<file path="src/rtl/sdram_rd_burst.sv">
// sdram_rd_burst: SDRAM read engine, splits bursts at column-page ends
// with linear col->row->bank carry; returns data with a per-beat ack.
// Ports: sys_clk, sys_rst_n (async, active-low), init_end,
//   rd_en/addr/rd_burst_len (request), rd_sdram_data (DQ in),
//   rd_cmd/rd_ba/rd_addr (to arbiter), rd_data/rd_ack (beats),
//   rd_end (done pulse), rd_busy (accept through rd_end).
module sdram_rd_burst #(
  parameter int BA_W    = 2,
  parameter int ROW_W   = 13,
  parameter int COL_W   = 9,
  parameter int DATA_W  = 16,
  parameter int LEN_W   = 10,
  parameter int CAS_LAT = 3,
  parameter int TRCD    = 2,
  parameter int TRP     = 2
) (
  input  logic                         sys_clk,
  input  logic                         sys_rst_n,
  input  logic                         init_end,
  input  logic                         rd_en,
  input  logic [BA_W+ROW_W+COL_W-1:0]  addr,
  input  logic [LEN_W-1:0]             rd_burst_len,
  input  logic [DATA_W-1:0]            rd_sdram_data,
  output logic [3:0]                   rd_cmd,
  output logic [BA_W-1:0]              rd_ba,
  output logic [ROW_W-1:0]             rd_addr,
  output logic [DATA_W-1:0]            rd_data,
  output logic                         rd_ack,
  output logic                         rd_end,
  output logic                         rd_busy
);
  localparam int AW = BA_W + ROW_W + COL_W;
  localparam int CW = COL_W + 4;
  localparam int SW = (LEN_W > COL_W + 1) ? LEN_W : COL_W + 1;

  localparam logic [3:0] C_NOP = 4'b0111;
  localparam logic [3:0] C_ACT = 4'b0011;
  localparam logic [3:0] C_RD  = 4'b0101;
  localparam logic [3:0] C_BST = 4'b0110;
  localparam logic [3:0] C_PRE = 4'b0010;

  localparam logic [2:0] S_IDLE = 3'd0;
  localparam logic [2:0] S_ACT  = 3'd1;
  localparam logic [2:0] S_TRCD = 3'd2;
  localparam logic [2:0] S_RD   = 3'd3;
  localparam logic [2:0] S_DATA = 3'd4;
  localparam logic [2:0] S_PRE  = 3'd5;
  localparam logic [2:0] S_TRP  = 3'd6;
  localparam logic [2:0] S_DONE = 3'd7;

  logic [2:0]       state_q, state_d;
  logic [CW-1:0]    cnt_q, cnt_d;
  logic [AW-1:0]    cur_q, cur_d;
  logic [LEN_W-1:0] remain_q, remain_d;
  logic [COL_W:0]   seg_q, seg_d;

  logic [BA_W-1:0]  cur_ba;
  logic [ROW_W-1:0] cur_row;
  logic [COL_W-1:0] cur_col;
  assign {cur_ba, cur_row, cur_col} = cur_q;

  // Words left in the open page versus words left in the request.
  logic [SW-1:0] room, rem_x, seg_x;
  assign room  = (SW'(1) << COL_W) - SW'(cur_col);
  assign rem_x = SW'(remain_q);
  assign seg_x = (rem_x < room) ? rem_x : room;

  // cnt_q counts cycles since READ while in DATA.
  logic beat_end;
  logic [2:0] nxt;
  assign beat_end = cnt_q == CW'(CAS_LAT) + CW'(seg_q) - CW'(1);
  assign nxt      = (remain_q != '0) ? S_ACT : S_DONE;

  always_comb begin
    state_d  = state_q;
    cnt_d    = cnt_q;
    cur_d    = cur_q;
    remain_d = remain_q;
    seg_d    = seg_q;
    unique case (state_q)
      S_IDLE: begin
        if (rd_en && init_end && rd_burst_len != '0) begin
          cur_d    = addr;
          remain_d = rd_burst_len;
          state_d  = S_ACT;
        end
      end
      S_ACT: begin
        cnt_d   = CW'(1);
        state_d = (TRCD == 1) ? S_RD : S_TRCD;
      end
      S_TRCD: begin
        if (cnt_q == CW'(TRCD - 1)) state_d = S_RD;
        else cnt_d = cnt_q + CW'(1);
      end
      S_RD: begin
        // Advance now; the DATA/PRE tail only needs seg_q.
        seg_d    = seg_x[COL_W:0];
        remain_d = remain_q - LEN_W'(seg_x);
        cur_d    = cur_q + AW'(seg_x);
        cnt_d    = CW'(1);
        state_d  = S_DATA;
      end
      S_DATA: begin
        if (beat_end) state_d = S_PRE;
        else cnt_d = cnt_q + CW'(1);
      end
      S_PRE: begin
        cnt_d   = CW'(1);
        state_d = (TRP == 1) ? nxt : S_TRP;
      end
      S_TRP: begin
        if (cnt_q == CW'(TRP - 1)) state_d = nxt;
        else cnt_d = cnt_q + CW'(1);
      end
      S_DONE: state_d = S_IDLE;
      default: state_d = S_IDLE;
    endcase
  end

  always_ff @(posedge sys_clk or negedge sys_rst_n) begin
    if (!sys_rst_n) begin
      state_q  <= S_IDLE;
      cnt_q    <= '0;
      cur_q    <= '0;
      remain_q <= '0;
      seg_q    <= '0;
    end else begin
      state_q  <= state_d;
      cnt_q    <= cnt_d;
      cur_q    <= cur_d;
      remain_q <= remain_d;
      seg_q    <= seg_d;
    end
  end

  logic [ROW_W-1:0] col_a;
  always_comb begin
    col_a     = ROW_W'(cur_col);
    col_a[10] = 1'b0;
    rd_cmd    = C_NOP;
    rd_ba     = '0;
    rd_addr   = '0;
    unique case (state_q)
      S_ACT: begin
        rd_cmd  = C_ACT;
        rd_ba   = cur_ba;
        rd_addr = cur_row;
      end
      S_RD: begin
        rd_cmd  = C_RD;
        rd_ba   = cur_ba;
        rd_addr = col_a;
      end
      S_DATA: begin
        if (cnt_q == CW'(seg_q)) rd_cmd = C_BST;
      end
      S_PRE: begin
        rd_cmd      = C_PRE;
        rd_addr[10] = 1'b1;
      end
      default: ;
    endcase
  end

  assign rd_ack  = (state_q == S_DATA) && (cnt_q >= CW'(CAS_LAT));
  assign rd_data = rd_ack ? rd_sdram_data : '0;
  assign rd_end  = state_q == S_DONE;
  assign rd_busy = state_q != S_IDLE;
endmodule

</file>
<file path="config.mk">
export PLATFORM = sky130hd
export DESIGN_NAME = sdram_rd_burst
export DESIGN_NICKNAME = d
export VERILOG_FILES = /design/src/rtl/sdram_rd_burst.sv
export SDC_FILE = /design/constraint.sdc
export NUM_CORES = 1
export LEC_CHECK = 0
export CORE_ASPECT_RATIO = 1.4
export CORE_UTILIZATION = 54
export CTS_CLUSTER_SIZE = 28
export DETAILED_ROUTE_END_ITERATION = 6
export PLACE_DENSITY = 0.82
export SETUP_SLACK_MARGIN = 0.1
export SLEW_MARGIN = 5
export SYNTH_ARGS = -nofsm -noshare
export SYNTH_HDL_FRONTEND = slang
export SYNTH_SLANG_ARGS = --single-unit
</file>
<file path="constraint.sdc">
create_clock -name sys_clk -period 6.8 [get_ports sys_clk]
set_input_delay 1.02 -clock sys_clk [delete_from_list [all_inputs] [get_ports sys_clk]]
set_output_delay 1.02 -clock sys_clk [all_outputs]
set_load 0.05 [all_outputs]
</file>
# --- Word-level counts from Yosys, hierarchy flattened ---
# Cells that the tools add are included.
totals:
  reg_bits: 60
  input_bits: 54
  latchBits: 0
  mem_bits_ro: 0
  ramBits: 0
  output_inout_bits: 38
  n_memories: 0
op_classes:
  n_mux: 21
  div_mod_pow: 0
  bitwise: 0
  eq_ne: 16
  multipliers: 0
  add_sub_neg: 6
  n_shift: 0
  magnitude_cmp: 2
  reduce_logical: 15
op_table:
  columns: ["operator", "count"]
  rows:
  - ["case mux 24 bit (2 select lines)", 1]
  - ["case mux 10 bit (2 select lines)", 2]
  - ["case mux 13 bit (3 select lines)", 1]
  - ["2-to-1 mux 13 bit", 2]
  - ["adder 24 x 10 -> 24 bit", 1]
  - ["2-to-1 mux 24 bit", 1]
  - ["case mux 3 bit (8 select lines)", 1]
  - ["2-to-1 mux 10 bit", 2]
  - ["nonzero test 10 bit", 2]
  - ["2-to-1 mux 16 bit", 1]
  - ["2-to-1 mux 3 bit", 5]
  - ["adder 13 x 1 -> 13 bit, second input constant", 1]
  - ["equality test 13 x 1 -> 1 bit, second input constant", 1]
  - ["equality test 13 x 10 -> 1 bit", 1]
  - ["equality test 13 bit", 1]
  - [">= comparator 13 x 2 -> 1 bit, second input constant", 1]
  - ["equality test 3 bit, second input constant", 4]
  - ["!= test 2 bit, second input constant", 6]
  - ["case mux 3 bit (4 select lines)", 1]
  - ["subtractor 11 x 1 -> 12 bit, second input constant", 1]
  - ["adder 2 x 10 -> 11 bit, first input constant", 1]
  - ["less-than comparator 10 bit", 1]
  - ["subtractor 10 bit", 1]
  - ["subtractor 10 x 9 -> 10 bit, first input constant", 1]
  - ["other kinds (14)", 20]

# --- Logic depth before layout (Yosys ltp) ---
# Gate-level depths: netlist of the first run.
depth:
  depth_word: 5
  ltp_mapped: 24
  ltp_nobuf: 23

# --- Least setup slack after synthesis of the first run ---
# No wires, ideal clock.
synth_timing:
  path_type: "register to register"
  startpoint: "register cur_q[3]"
  endpoint: "register cur_q[16]"
  arrival_time_ns: 5.564
  path_stages_with_launch: 22
  t_required_ns: 6.673
  setup_slack_ns: 1.110
  path_cell_list: "dfrtp_1 > or4_4 > or3_4 > or3_1 > buf_2 > ha_1 > and2_1 > buf_2 > o21ai_1 > o211a_2 > buf_2 > o21ai_1 > ha_1 > fa_1 > a21o_1 > a211o_1 > a21oi_1 > o21bai_1 > a2111oi_2 > nor3_1 > and3_1 > a311o_1"
synth_between:
  elab_chain_len: 5
synth_lines:
  columns: ["item", "line", "rtl"]
  rows:
  - ["start, declared", "53", "logic [AW-1:0] cur_q, cur_d;"]
  - ["start signal, assigned", "131", "cur_q <= cur_d;"]
  - ["subtractor 10 x 9 -> 10 bit", "64", "assign room = (SW'(1) << COL_W) - SW'(cur_col);"]
  - ["less-than comparator 10 bit", "66", "assign seg_x = (rem_x < room) ? rem_x : room;"]
  - ["2-to-1 mux 10 bit", "66", null]
  - ["via seg_x[0]", "63", "logic [SW-1:0] room, rem_x, seg_x;"]
  - ["adder 24 x 10 -> 24 bit", "100", "cur_d = cur_q + AW'(seg_x);"]
  - ["case mux 24 bit (2 select lines)", "80", "unique case (state_q)"]
# The timed path passes the listed nets, and every way through them passes these cells.
# A chain may end at the register's enable or synchronous reset.

# --- Final worst setup path of the first run ---
# Ends and elaborated chain as after synthesis.

==> results_tabular.tex, run 1 <==
\begin{tabular}{lr}
\hline
Metric & Value \\
\hline
\multicolumn{2}{l}{\textbf{STA}} \\
\quad Final number of hold-violating endpoints & 0 \\
\quad Accumulated negative setup slack & 0 ps \\
\quad Pins Over Slew Limit & 0 \\
\quad Fin crit period & 6345 ps \\
\quad Worst relative slew slack & approximately a fifth \\
\quad Clock skew & 7.861 ps \\
\quad Final period utilization & between 90 and 100\% \\
\quad Upper clock frequency limit & 157.6 MHz \\
\quad Count of final setup violators & 0 \\
\quad Slew of the pin with the lowest slew margin & around 1200 ps \\
\quad Unrepaired setup endpoints after global routing & false \\
\multicolumn{2}{l}{\textbf{Routing}} \\
\quad Total detailed-routing wirelength & 15980 µm \\
\quad Routed vias/inst & between 6 and 7 \\
\quad First DRT Iteration DRCs & 407 \\
\quad Total via count in the routed design & roughly 5.2k \\
\quad Remaining antenna violation count & 0 \\
\quad Number of design rule violations left after detail routing & 0 \\
\quad Number of iterations in the first detailed-routing pass & 4 \\
\quad Routed wirelength normalized by instance count & about 20 µm \\
\multicolumn{2}{l}{\textbf{Logic synthesis}} \\
\quad Share of synthesized area spent on multiplexers & 0.2901\% \\
\quad FF+latch count, synth & 60 \\
\quad XOR/XNOR Fraction of Synth Area & 7.783\% \\
\quad Post-synthesis adder-cell area fraction & 7.493\% \\
\quad Synthesized-area fraction occupied by ao, oa, aoi and oai cells & 25.57\% \\
\quad Simple-gate share of the synthesized area & 24.87\% \\
\quad Post-Synthesis Net Count & around 720 \\
\quad Yosys warning count & 0 \\
\quad Post-synth cell types & around 70 \\
\quad Share of synthesized registers carrying an async set or reset & 100.0\% \\
\quad Fraction of the yosys area taken by sequential cells & between 20\% and 30\% \\
\quad Post-synthesis instance area & $\sim$5200 µm² \\
\quad Leading register cell type out of synthesis & sky130\_fd\_sc\_hd\_\_dfrtp\_1 \\
\quad Cell count after synthesis & between 600 and 700 \\
\quad Number of flops mapped to enable cells by yosys & 0 \\
\quad Largest family of logic cells by synthesized area & compound AO/OA/AOI/OAI gates \\
\quad Synthesized area divided by synthesized cell count & 8.164 µm² \\
\multicolumn{2}{l}{\textbf{Power and ir drop}} \\
\quad IR drop worst, VDD & 0.4817 mV \\
\quad Total power per unit cell area & 593.3 nW/µm² \\
\quad P\_sw & 1.961 mW \\
\quad Internal power component & approximately 1.8 mW \\
\quad Clock Power Share & between 10\% and 20\% \\
\quad Comb power frac & about 68\% \\
\quad Leakage component of the power & 2.617 nW \\
\quad Proportion of power drawn by flip-flops and latches & 20.7\% \\
\quad Sw Share & between 50\% and 60\% \\
\multicolumn{2}{l}{\textbf{Floorplan}} \\
\quad Top-Level Pins & 92 \\
\quad Die Height & between 100 and 150 µm \\
\quad Die Outline Area & 9987 µm² \\
\quad Floorplan row count & 41 \\
\quad Initial Utilization & 56.37\% \\
\quad Horizontal die dimension & 84.75 µm \\
\quad CORE AREA & around 9200 µm² \\
\multicolumn{2}{l}{\textbf{Worst setup path}} \\
\quad Number of cells on the worst reg-to-reg path & 19 \\
\quad Element type at the critical path start & flip-flop \\
\quad CP endpoint kind & flip-flop \\
\quad Origin of the critical flop-to-flop path & cur\_q[3]\$\_DFFE\_PN0P\_ \\
\quad Arrival time of the worst setup path & 6560 ps \\
\quad End of the worst register-to-register path & cur\_q[16]\$\_DFFE\_PN0P\_ \\
\quad Required arrival time at the worst endpoint & about 7000 ps \\
\quad Cell type of the slowest stage on the worst timing path & sky130\_fd\_sc\_hd\_\_or4\_4 \\
\quad Slack of the worst reg-to-reg path & $\sim$460 ps \\
\quad CP top delay family & simple AND/OR/NAND/NOR gates \\
\quad Most repeated library cell on the critical path & sky130\_fd\_sc\_hd\_\_ha\_1 \\
\quad Category of the most critical setup path & flip-flop to flip-flop \\
\quad Worst-path cell chain & or4\_4 -> or3\_4 -> or3\_1 -> ha\_1 -> and2\_1 -> o211ai\_1 -> o211a\_2 -> nand2\_1 -> o21ai\_1 -> ha\_1 -> fa\_1 -> a21o\_1 -> a211o\_1 -> a21oi\_1 -> o21bai\_1 -> a2111oi\_2 -> nor3\_1 -> and3\_1 -> a311o\_1 \\
\quad Buffers and inverters on the worst path & 0 \\
\quad Maximum fanout count along the critical path & 24 \\
\quad Max stage delay on crit path & 600 ps \\
\multicolumn{2}{l}{\textbf{Clocking}} \\
\quad TritonCTS clock tree & built \\
\quad Clock H-tree levels & 3 \\
\quad Inserted Clock Buffers & 9 \\
\quad Number of buffers inserted to repair setup after CTS & 0 \\
\quad Worst-Skew Late Latency & approximately 330 ps \\
\quad Cts hold-fix bufs & 0 \\
\quad Clock-pin slew reported for the worst setup and hold paths after clock tree synthesis & 60 ps \\
\quad Post-CTS resize count & 0 \\
\quad Root buffer selected by CTS & sky130\_fd\_sc\_hd\_\_clkbuf\_16 \\
\quad Maximum buffer depth of the clock tree & 2 \\
\quad TritonCTS Sinks & 60 \\
\multicolumn{2}{l}{\textbf{Finish}} \\
\quad Net count reported at finish & just under 800 \\
\quad Final core utilization & around 69\% \\
\quad Synth-to-layout area growth & 22.65\% \\
\quad Final cell count without fillers & $\sim$810 \\
\quad Multi-input gate area in the final layout & about 3400 µm² \\
\quad Layout cells sized above 1 & between 5 and 6\% \\
\quad Sequential cell area & 1501 µm² \\
\quad Antenna diodes & 0 \\
\quad Non-Filler Cell Area, Final & 6349 µm² \\
\quad Filler instances & around 770 \\
\multicolumn{2}{l}{\textbf{Hold path}} \\
\quad Min-Delay Startpoint & cur\_q[18]\$\_DFFE\_PN0P\_ \\
\quad Worst hold path stage count & 1 \\
\quad Class of the most critical hold timing path & flip-flop to flip-flop \\
\quad End point of the worst hold path & cur\_q[18]\$\_DFFE\_PN0P\_ \\
\multicolumn{2}{l}{\textbf{Place}} \\
\quad Placer congestion estimate & $\sim$0.91 \\
\quad Input/output buffers & 90 \\
\quad Detailed placement HPWL & 11890 µm \\
\quad Placed Instance Area & 6068 µm² \\
\quad Cell count after placement & about 800 \\
\multicolumn{2}{l}{\textbf{GRT}} \\
\quad Aggregate global-route resource usage & between 30\% and 40\% \\
\quad First-pass GRT wire length & 25920 µm \\
\quad Antenna violations before repair & 0 \\
\quad Global route total overflow & 0 \\
\quad Largest net degree at the start of global routing & a little over 60 \\
\quad Number of global-route vias before repair & 5239 \\
\multicolumn{2}{l}{\textbf{Flow run}} \\
\quad Count of max-cap constraint violations & 0 \\
\multicolumn{2}{l}{\textbf{Status}} \\
\quad Outcome & finished clean \\
\hline
\end{tabular}
## worst max-delay path by stage
stage	from	to	slack, ps	cells past startpoint
2_1_floorplan	cur_q[3]$_DFFE_PN0P_	cur_q[16]$_DFFE_PN0P_	1110	21
3_3_place_gp	cur_q[3]$_DFFE_PN0P_	cur_q[16]$_DFFE_PN0P_	670	19
3_5_place_dp	cur_q[3]$_DFFE_PN0P_	cur_q[16]$_DFFE_PN0P_	480	19
4_1_cts	cur_q[3]$_DFFE_PN0P_	cur_q[16]$_DFFE_PN0P_	490	19
5_1_grt	cur_q[3]$_DFFE_PN0P_	cur_q[16]$_DFFE_PN0P_	160	19
6_report	cur_q[3]$_DFFE_PN0P_	cur_q[16]$_DFFE_PN0P_	460	19
## worst reg2reg max path: cells and delay by family, from the launching register on
family,cells,cell delay (ps)
flops,1,450
fa+ha+maj,3,1030
compound gates,9,2330
simple gates,7,2400
## stage by stage
step | hold WS (ps) | total power, mW | setup slack, ps
global placement | 525.7 | 3.199 | 667.2
finish | 539.4 | 3.767 | 455.1
global route | 568.1 | 4.053 | 156.1
floorplan | 487.0 | 2.679 | 1110
CTS | 531.0 | 3.725 | 492.3
detailed placement | 523.7 | 3.273 | 476.8
## state kept, by name, summed over array words and instances, names as in the netlist
register / flops
cnt_q: 13
cur_q: 24
rem_x: 10
seg_q: 10
state_q: 3
## cell usage in the layout, fill, tap and decap left out, types with 24 or more instances in the layout
master                            instances
sky130_fd_sc_hd__a21oi_1                 43
sky130_fd_sc_hd__and2_1                  28
sky130_fd_sc_hd__clkdlybuf4s50_1         89
sky130_fd_sc_hd__dfrtp_1                 60
sky130_fd_sc_hd__ha_1                    27
sky130_fd_sc_hd__nand2_1                 44
sky130_fd_sc_hd__nor2_1                  54
sky130_fd_sc_hd__nor3_1                  37
sky130_fd_sc_hd__o21ai_0                 24
sky130_fd_sc_hd__xnor2_1                 26
## routing by layer
metal,GRT usage [%],vias up,wire length (µm),part of all wire [%]
li1,-,2491,-,-
met1,37.36,2511,6207,39
met2,60.52,171,8435,53
met3,4.488,40,720,4.5
met4,15.15,0,618,3.9
met5,0,-,0,0
## kinds of logic (layout without fill, tap and decap cells)
kind of cell               Yosys count  after routing
DFF                                 60             60
adders and majority gates           30             30
and+or+nand+nor                    246            246
xor gates and xnor gates            46             46
buffers and inverters               61            133
other                                1              1
muxes                                1              1
AOI/OAI and AO/OA                  189            189
## layout make-up
cell class / instances / area share (%)
Clock buffer: 12 / 4.040
Tap cell: 107 / 2.109
Multi-Input combinational cell: 513 / 53.88
Inverter: 23 / 1.360
Clock inverter: 4 / 0.3745
Timing Repair Buffer: 94 / 14.58
Sequential cell: 60 / 23.65
## cells in the mapped netlist, types with 22 or more instances
master,number,area (µm²)
sky130_fd_sc_hd__ha_1,27,337.8
sky130_fd_sc_hd__nor3_1,37,185.2
sky130_fd_sc_hd__o21ai_0,24,120.1
sky130_fd_sc_hd__nor2_1,54,202.7
sky130_fd_sc_hd__inv_1,22,82.58
sky130_fd_sc_hd__a21oi_1,43,215.2
sky130_fd_sc_hd__and2_1,28,175.2
sky130_fd_sc_hd__clkbuf_1,30,112.6
sky130_fd_sc_hd__dfrtp_1,60,1501
sky130_fd_sc_hd__nand2_1,44,165.2
sky130_fd_sc_hd__xnor2_1,26,227.7
## power groups by stage
stage	sequential, mW	combinational (mW)	clock [mW]
3_3_place_gp	0.764	2.44	0
6_report	0.779	2.56	0.433
5_1_grt	0.800	2.80	0.450
3_5_place_dp	0.775	2.50	0
2_1_floorplan	0.648	2.03	0
4_1_cts	0.769	2.52	0.434
Note: power is estimated with default switching activity, not from simulation.
==> inputs of run 2 (changes only) <==
--- a/config.mk
+++ b/config.mk
@@ -6,6 +6,8 @@
 export NUM_CORES = 1
 export LEC_CHECK = 0
+export ABC_AREA = 1
 export CORE_ASPECT_RATIO = 1.4
-export CORE_UTILIZATION = 54
+export CORE_UTILIZATION = 55
+export CTS_BUF_LIST = sky130_fd_sc_hd__clkbuf_8
 export CTS_CLUSTER_SIZE = 28
 export DETAILED_ROUTE_END_ITERATION = 6
==> constraint.sdc (replaced) <==
create_clock -name sys_clk -period 6.8 [get_ports sys_clk]
set_input_delay 1.36 -clock sys_clk [delete_from_list [all_inputs] [get_ports sys_clk]]
set_output_delay 1.36 -clock sys_clk [all_outputs]
set_load 0.05 [all_outputs]
==> run 2 against run 1 <==
Against the previous run: clock skew hardly changed; combinational power shrank 97%; worst setup slack improved by 1600 ps; register-to-register slack improved by 1600 ps; largest power group is now the clock network.
==> results_tabular.tex, run 2 <==
\begin{tabular}{lr}
\hline
Metric & Value \\
\hline
\multicolumn{2}{l}{\textbf{Finish}} \\
\quad Largest registers in the final layout & cur\_q (24), cnt\_q (13) \\
\quad Final core utilization & between 60\% and 70\% \\
\quad Antenna diodes & 0 \\
\quad Most frequent cells in the layout & 161 x sky130\_fd\_sc\_hd\_\_nand2\_1, 116 x sky130\_fd\_sc\_hd\_\_inv\_1, 89 x sky130\_fd\_sc\_hd\_\_clkdlybuf4s50\_1, 85 x sky130\_fd\_sc\_hd\_\_nor2\_1, 60 x sky130\_fd\_sc\_hd\_\_dfrtp\_1 \\
\quad Max FFs per register & 24 \\
\quad Net count reported at finish & 951 \\
\quad Register with the most flip-flops & cur\_q \\
\quad Synth-to-layout area growth & 21.72\% \\
\quad Filler instances & 812 \\
\quad Layout cells sized above 1 & 9.966\% \\
\quad Non-Filler Cell Area, Final & roughly 6500 µm² \\
\quad Leading cell type in the layout, fill and taps excluded & sky130\_fd\_sc\_hd\_\_nand2\_1 \\
\multicolumn{2}{l}{\textbf{STA}} \\
\quad Accumulated negative setup slack & 0 ps \\
\quad Worst relative slew slack & a little under a third \\
\quad Fin crit period & about 4800 ps \\
\quad Pins Over Slew Limit & 0 \\
\quad Clock skew & 7.634 ps \\
\quad Final number of hold-violating endpoints & 0 \\
\quad Unrepaired setup endpoints after global routing & false \\
\quad Count of final setup violators & 0 \\
\quad Minimum setup slack in the final design & approximately 2000 ps \\
\quad Slew of the pin with the lowest slew margin & roughly 1000 ps \\
\quad Final-layout worst hold slack & 526.8 ps \\
\quad Upper clock frequency limit & approximately 210 MHz \\
\quad Final period utilization & a little over two thirds \\
\multicolumn{2}{l}{\textbf{GRT}} \\
\quad Met2 track demand over resource in global routing & between 60\% and 70\% \\
\quad Largest net degree at the start of global routing & roughly 60 \\
\quad Grt peak-use layer & met2 \\
\quad Number of global-route vias before repair & around 5.6k \\
\quad Met3 routing resource usage after global routing & 4.888\% \\
\quad Global route total overflow & 0 \\
\quad Global routing met1 resource utilization & 34.06\% \\
\quad Antenna violations before repair & 0 \\
\quad Aggregate global-route resource usage & between 30\% and 40\% \\
\quad First-pass GRT wire length & around 26000 µm \\
\multicolumn{2}{l}{\textbf{Clocking}} \\
\quad Cts hold-fix bufs & 0 \\
\quad Clock-pin slew reported for the worst setup and hold paths after clock tree synthesis & around 80 ps \\
\quad Maximum buffer depth of the clock tree & 2 \\
\quad Root buffer selected by CTS & sky130\_fd\_sc\_hd\_\_clkbuf\_8 \\
\quad Number of buffers inserted to repair setup after CTS & 0 \\
\quad Post-CTS resize count & 0 \\
\quad Clock H-tree levels & 3 \\
\quad Inserted Clock Buffers & 9 \\
\quad TritonCTS clock tree & built \\
\quad TritonCTS Sinks & 60 \\
\quad Worst-Skew Late Latency & 350 ps \\
\multicolumn{2}{l}{\textbf{Logic synthesis}} \\
\quad Top-area cell type share of the netlist area & between 20\% and 30\% \\
\quad Share of synthesized registers carrying an async set or reset & 100.0\% \\
\quad Most instantiated cells after synthesis & 161 x sky130\_fd\_sc\_hd\_\_nand2\_1, 116 x sky130\_fd\_sc\_hd\_\_inv\_1, 85 x sky130\_fd\_sc\_hd\_\_nor2\_1, 60 x sky130\_fd\_sc\_hd\_\_dfrtp\_1, 46 x sky130\_fd\_sc\_hd\_\_nand3\_1 \\
\quad Number of flops mapped to enable cells by yosys & 0 \\
\quad Post-synthesis instance area & around 5400 µm² \\
\quad Top cells by area, synth & sky130\_fd\_sc\_hd\_\_dfrtp\_1 28\%, sky130\_fd\_sc\_hd\_\_nand2\_1 11\%, sky130\_fd\_sc\_hd\_\_inv\_1 8.1\% \\
\quad Fraction of the yosys area taken by sequential cells & about 28\% \\
\quad Leading register cell type out of synthesis & sky130\_fd\_sc\_hd\_\_dfrtp\_1 \\
\quad Post-Synthesis Net Count & 867 \\
\quad Cell count after synthesis & 784 \\
\quad Top-count cell post-synth & sky130\_fd\_sc\_hd\_\_nand2\_1 \\
\quad Post-synth cell types & 53 \\
\quad FF+latch count, synth & 60 \\
\quad Yosys warning count & 0 \\
\quad Synthesized area divided by synthesized cell count & a little under 7 µm² \\
\quad Cell taking the most area after synthesis & sky130\_fd\_sc\_hd\_\_dfrtp\_1 \\
\multicolumn{2}{l}{\textbf{Power and ir drop}} \\
\quad Total power per unit cell area & between 100 and 150 nW/µm² \\
\quad IR drop worst, VDD & between 0.09 and 0.1 mV \\
\quad P\_sw & 0.2087 mW \\
\quad Sw Share & 25.33\% \\
\quad Proportion of power drawn by flip-flops and latches & between 40\% and 50\% \\
\quad Internal power component & just over 0.6 mW \\
\quad Comb power frac & about 10\% \\
\quad Leakage component of the power & 3.103 nW \\
\quad Clock Power Share & between 40\% and 50\% \\
\multicolumn{2}{l}{\textbf{Floorplan}} \\
\quad Die Outline Area & around 10000 µm² \\
\quad Die Height & around 120 µm \\
\quad CORE AREA & approximately 9500 µm² \\
\quad Horizontal die dimension & about 85 µm \\
\quad Top-Level Pins & between 90 and 100 \\
\quad Floorplan row count & 42 \\
\quad Initial Utilization & 56.63\% \\
\multicolumn{2}{l}{\textbf{Place}} \\
\quad Detailed placement HPWL & 12370 µm \\
\quad Input/output buffers & 90 \\
\quad Placer congestion estimate & 0.9670 \\
\quad Worst setup slack after placement & between 2000 and 2500 ps \\
\quad Placed Instance Area & roughly 6300 µm² \\
\multicolumn{2}{l}{\textbf{Worst setup path}} \\
\quad Number of cells on the worst reg-to-reg path & 34 \\
\quad CP endpoint kind & flip-flop \\
\quad Category of the most critical setup path & flip-flop to flip-flop \\
\quad Element type at the critical path start & flip-flop \\
\quad Arrival time of the worst setup path & 4990 ps \\
\quad Cell type of the slowest stage on the worst timing path & sky130\_fd\_sc\_hd\_\_dfrtp\_1 \\
\quad Maximum fanout count along the critical path & 17 \\
\quad Max stage delay on crit path & around 480 ps \\
\quad Required arrival time at the worst endpoint & $\sim$7000 ps \\
\quad Most repeated library cell on the critical path & sky130\_fd\_sc\_hd\_\_nand2\_1 \\
\multicolumn{2}{l}{\textbf{Routing}} \\
\quad Number of iterations in the first detailed-routing pass & 5 \\
\quad Routed wirelength normalized by instance count & approximately 16 µm \\
\quad Total via count in the routed design & between 5k and 6k \\
\quad Routed vias/inst & about 5.7 \\
\quad Number of design rule violations left after detail routing & 0 \\
\quad Total detailed-routing wirelength & between 15000 and 20000 µm \\
\quad First DRT Iteration DRCs & between 300 and 400 \\
\quad Remaining antenna violation count & 0 \\
\multicolumn{2}{l}{\textbf{Flow run}} \\
\quad Count of max-cap constraint violations & 0 \\
\multicolumn{2}{l}{\textbf{Hold path}} \\
\quad Worst hold path stage count & 2 \\
\quad Class of the most critical hold timing path & flip-flop to flip-flop \\
\multicolumn{2}{l}{\textbf{Status}} \\
\quad Outcome & finished clean \\
\hline
\end{tabular}
==> run 2: cell count changes in the layout (fill, tap and decap cells not counted), moves of 15 or more <==
cell | previous run | this run
sky130_fd_sc_hd__a211oi_1 | 15 | 0
sky130_fd_sc_hd__nand3_1 | 11 | 46
sky130_fd_sc_hd__nand2_1 | 44 | 161
sky130_fd_sc_hd__and2_1 | 28 | 1
sky130_fd_sc_hd__inv_1 | 22 | 116
sky130_fd_sc_hd__nor3_1 | 37 | 12
sky130_fd_sc_hd__nor2_1 | 54 | 85
sky130_fd_sc_hd__nand2_2 | 0 | 17
sky130_fd_sc_hd__a21oi_1 | 43 | 23
sky130_fd_sc_hd__a311oi_1 | 20 | 0
==> run 2: final cells by class <==
class / count / area, µm² / share of cell area, %
clock buffers: 10 / 137.6 / 2.111
multi-input cells: 572 / 3242 / 49.72
inverters: 132 / 496.7 / 7.618
repair buffers: 93 / 918.4 / 14.09
well taps: 110 / 137.6 / 2.111
clock inverters: 6 / 86.33 / 1.324
flip-flops and latches: 60 / 1501 / 23.03
==> run 2: cells by family (layout without fill, tap and decap cells) <==
logic type                 after synthesis  in the layout  share of synthesized area [%]
buffers and inverters                  152            241                          11.45
and+or+nand+nor                        373            373                          32.19
other                                    1              1                        0.07001
xor gates and xnor gates                32             32                          5.373
DFF                                     60             60                          28.03
adders and majority gates               29             29                          7.054
AOI/OAI and AO/OA                      137            137                          15.84
==> run 2: path summary, 6_finish.rpt <==
kind / start / end / slack [ps]
worst max-delay path: cur_q[1]$_DFFE_PN0P_ / rem_x[8]$_DFFE_PN0P_ / 2020
worst min-delay path: seg_q[0]$_DFFE_PN0P_ / seg_q[0]$_DFFE_PN0P_ / 530
worst max register to register: cur_q[1]$_DFFE_PN0P_ / rem_x[8]$_DFFE_PN0P_ / 2020
worst min register to register: seg_q[0]$_DFFE_PN0P_ / seg_q[0]$_DFFE_PN0P_ / 530
max in group asynchronous: sys_rst_n / cur_q[14]$_DFFE_PN0P_ / 5090
min in group asynchronous: sys_rst_n / cur_q[6]$_DFFE_PN0P_ / 1190
==> run 2: stage by stage <==
step / power, mW / cells
2_1_floorplan: 0.4005 / 784
3_3_place_gp: 0.4510 / 967
3_5_place_dp: 0.4522 / 967
4_1_cts: 0.8294 / 983
5_1_grt: 0.8477 / 983
6_report: 0.8239 / 983
==> run 2: power by group through the flow <==
stage / Clock (mW) / Sequential, mW / Combinational [mW]
floorplan: 0 / 0.368 / 0.0321
global placement: 0 / 0.369 / 0.0821
detailed placement: 0 / 0.369 / 0.0830
CTS: 0.384 / 0.362 / 0.0833
global route: 0.397 / 0.362 / 0.0885
finish: 0.379 / 0.362 / 0.0827
==> run 2: critical path, delay by kind of cell (launching register included) <==
kind	cells	cell delay, ps
xor gates and xnor gates	2	380
buffers and inverters	6	430
DFF	1	480
AOI/OAI and AO/OA	5	730
and+or+nand+nor	17	1460
adders and majority gates	4	1120
==> run 2: layer usage <==
| metal | wire length, µm | vias to the layer above |
|---|---|---|
| met5 | 0 | - |
| met4 | 944 | 0 |
| met3 | 776 | 65 |
| met2 | 8272 | 224 |
| met1 | 5934 | 2585 |
| li1 | - | 2736 |
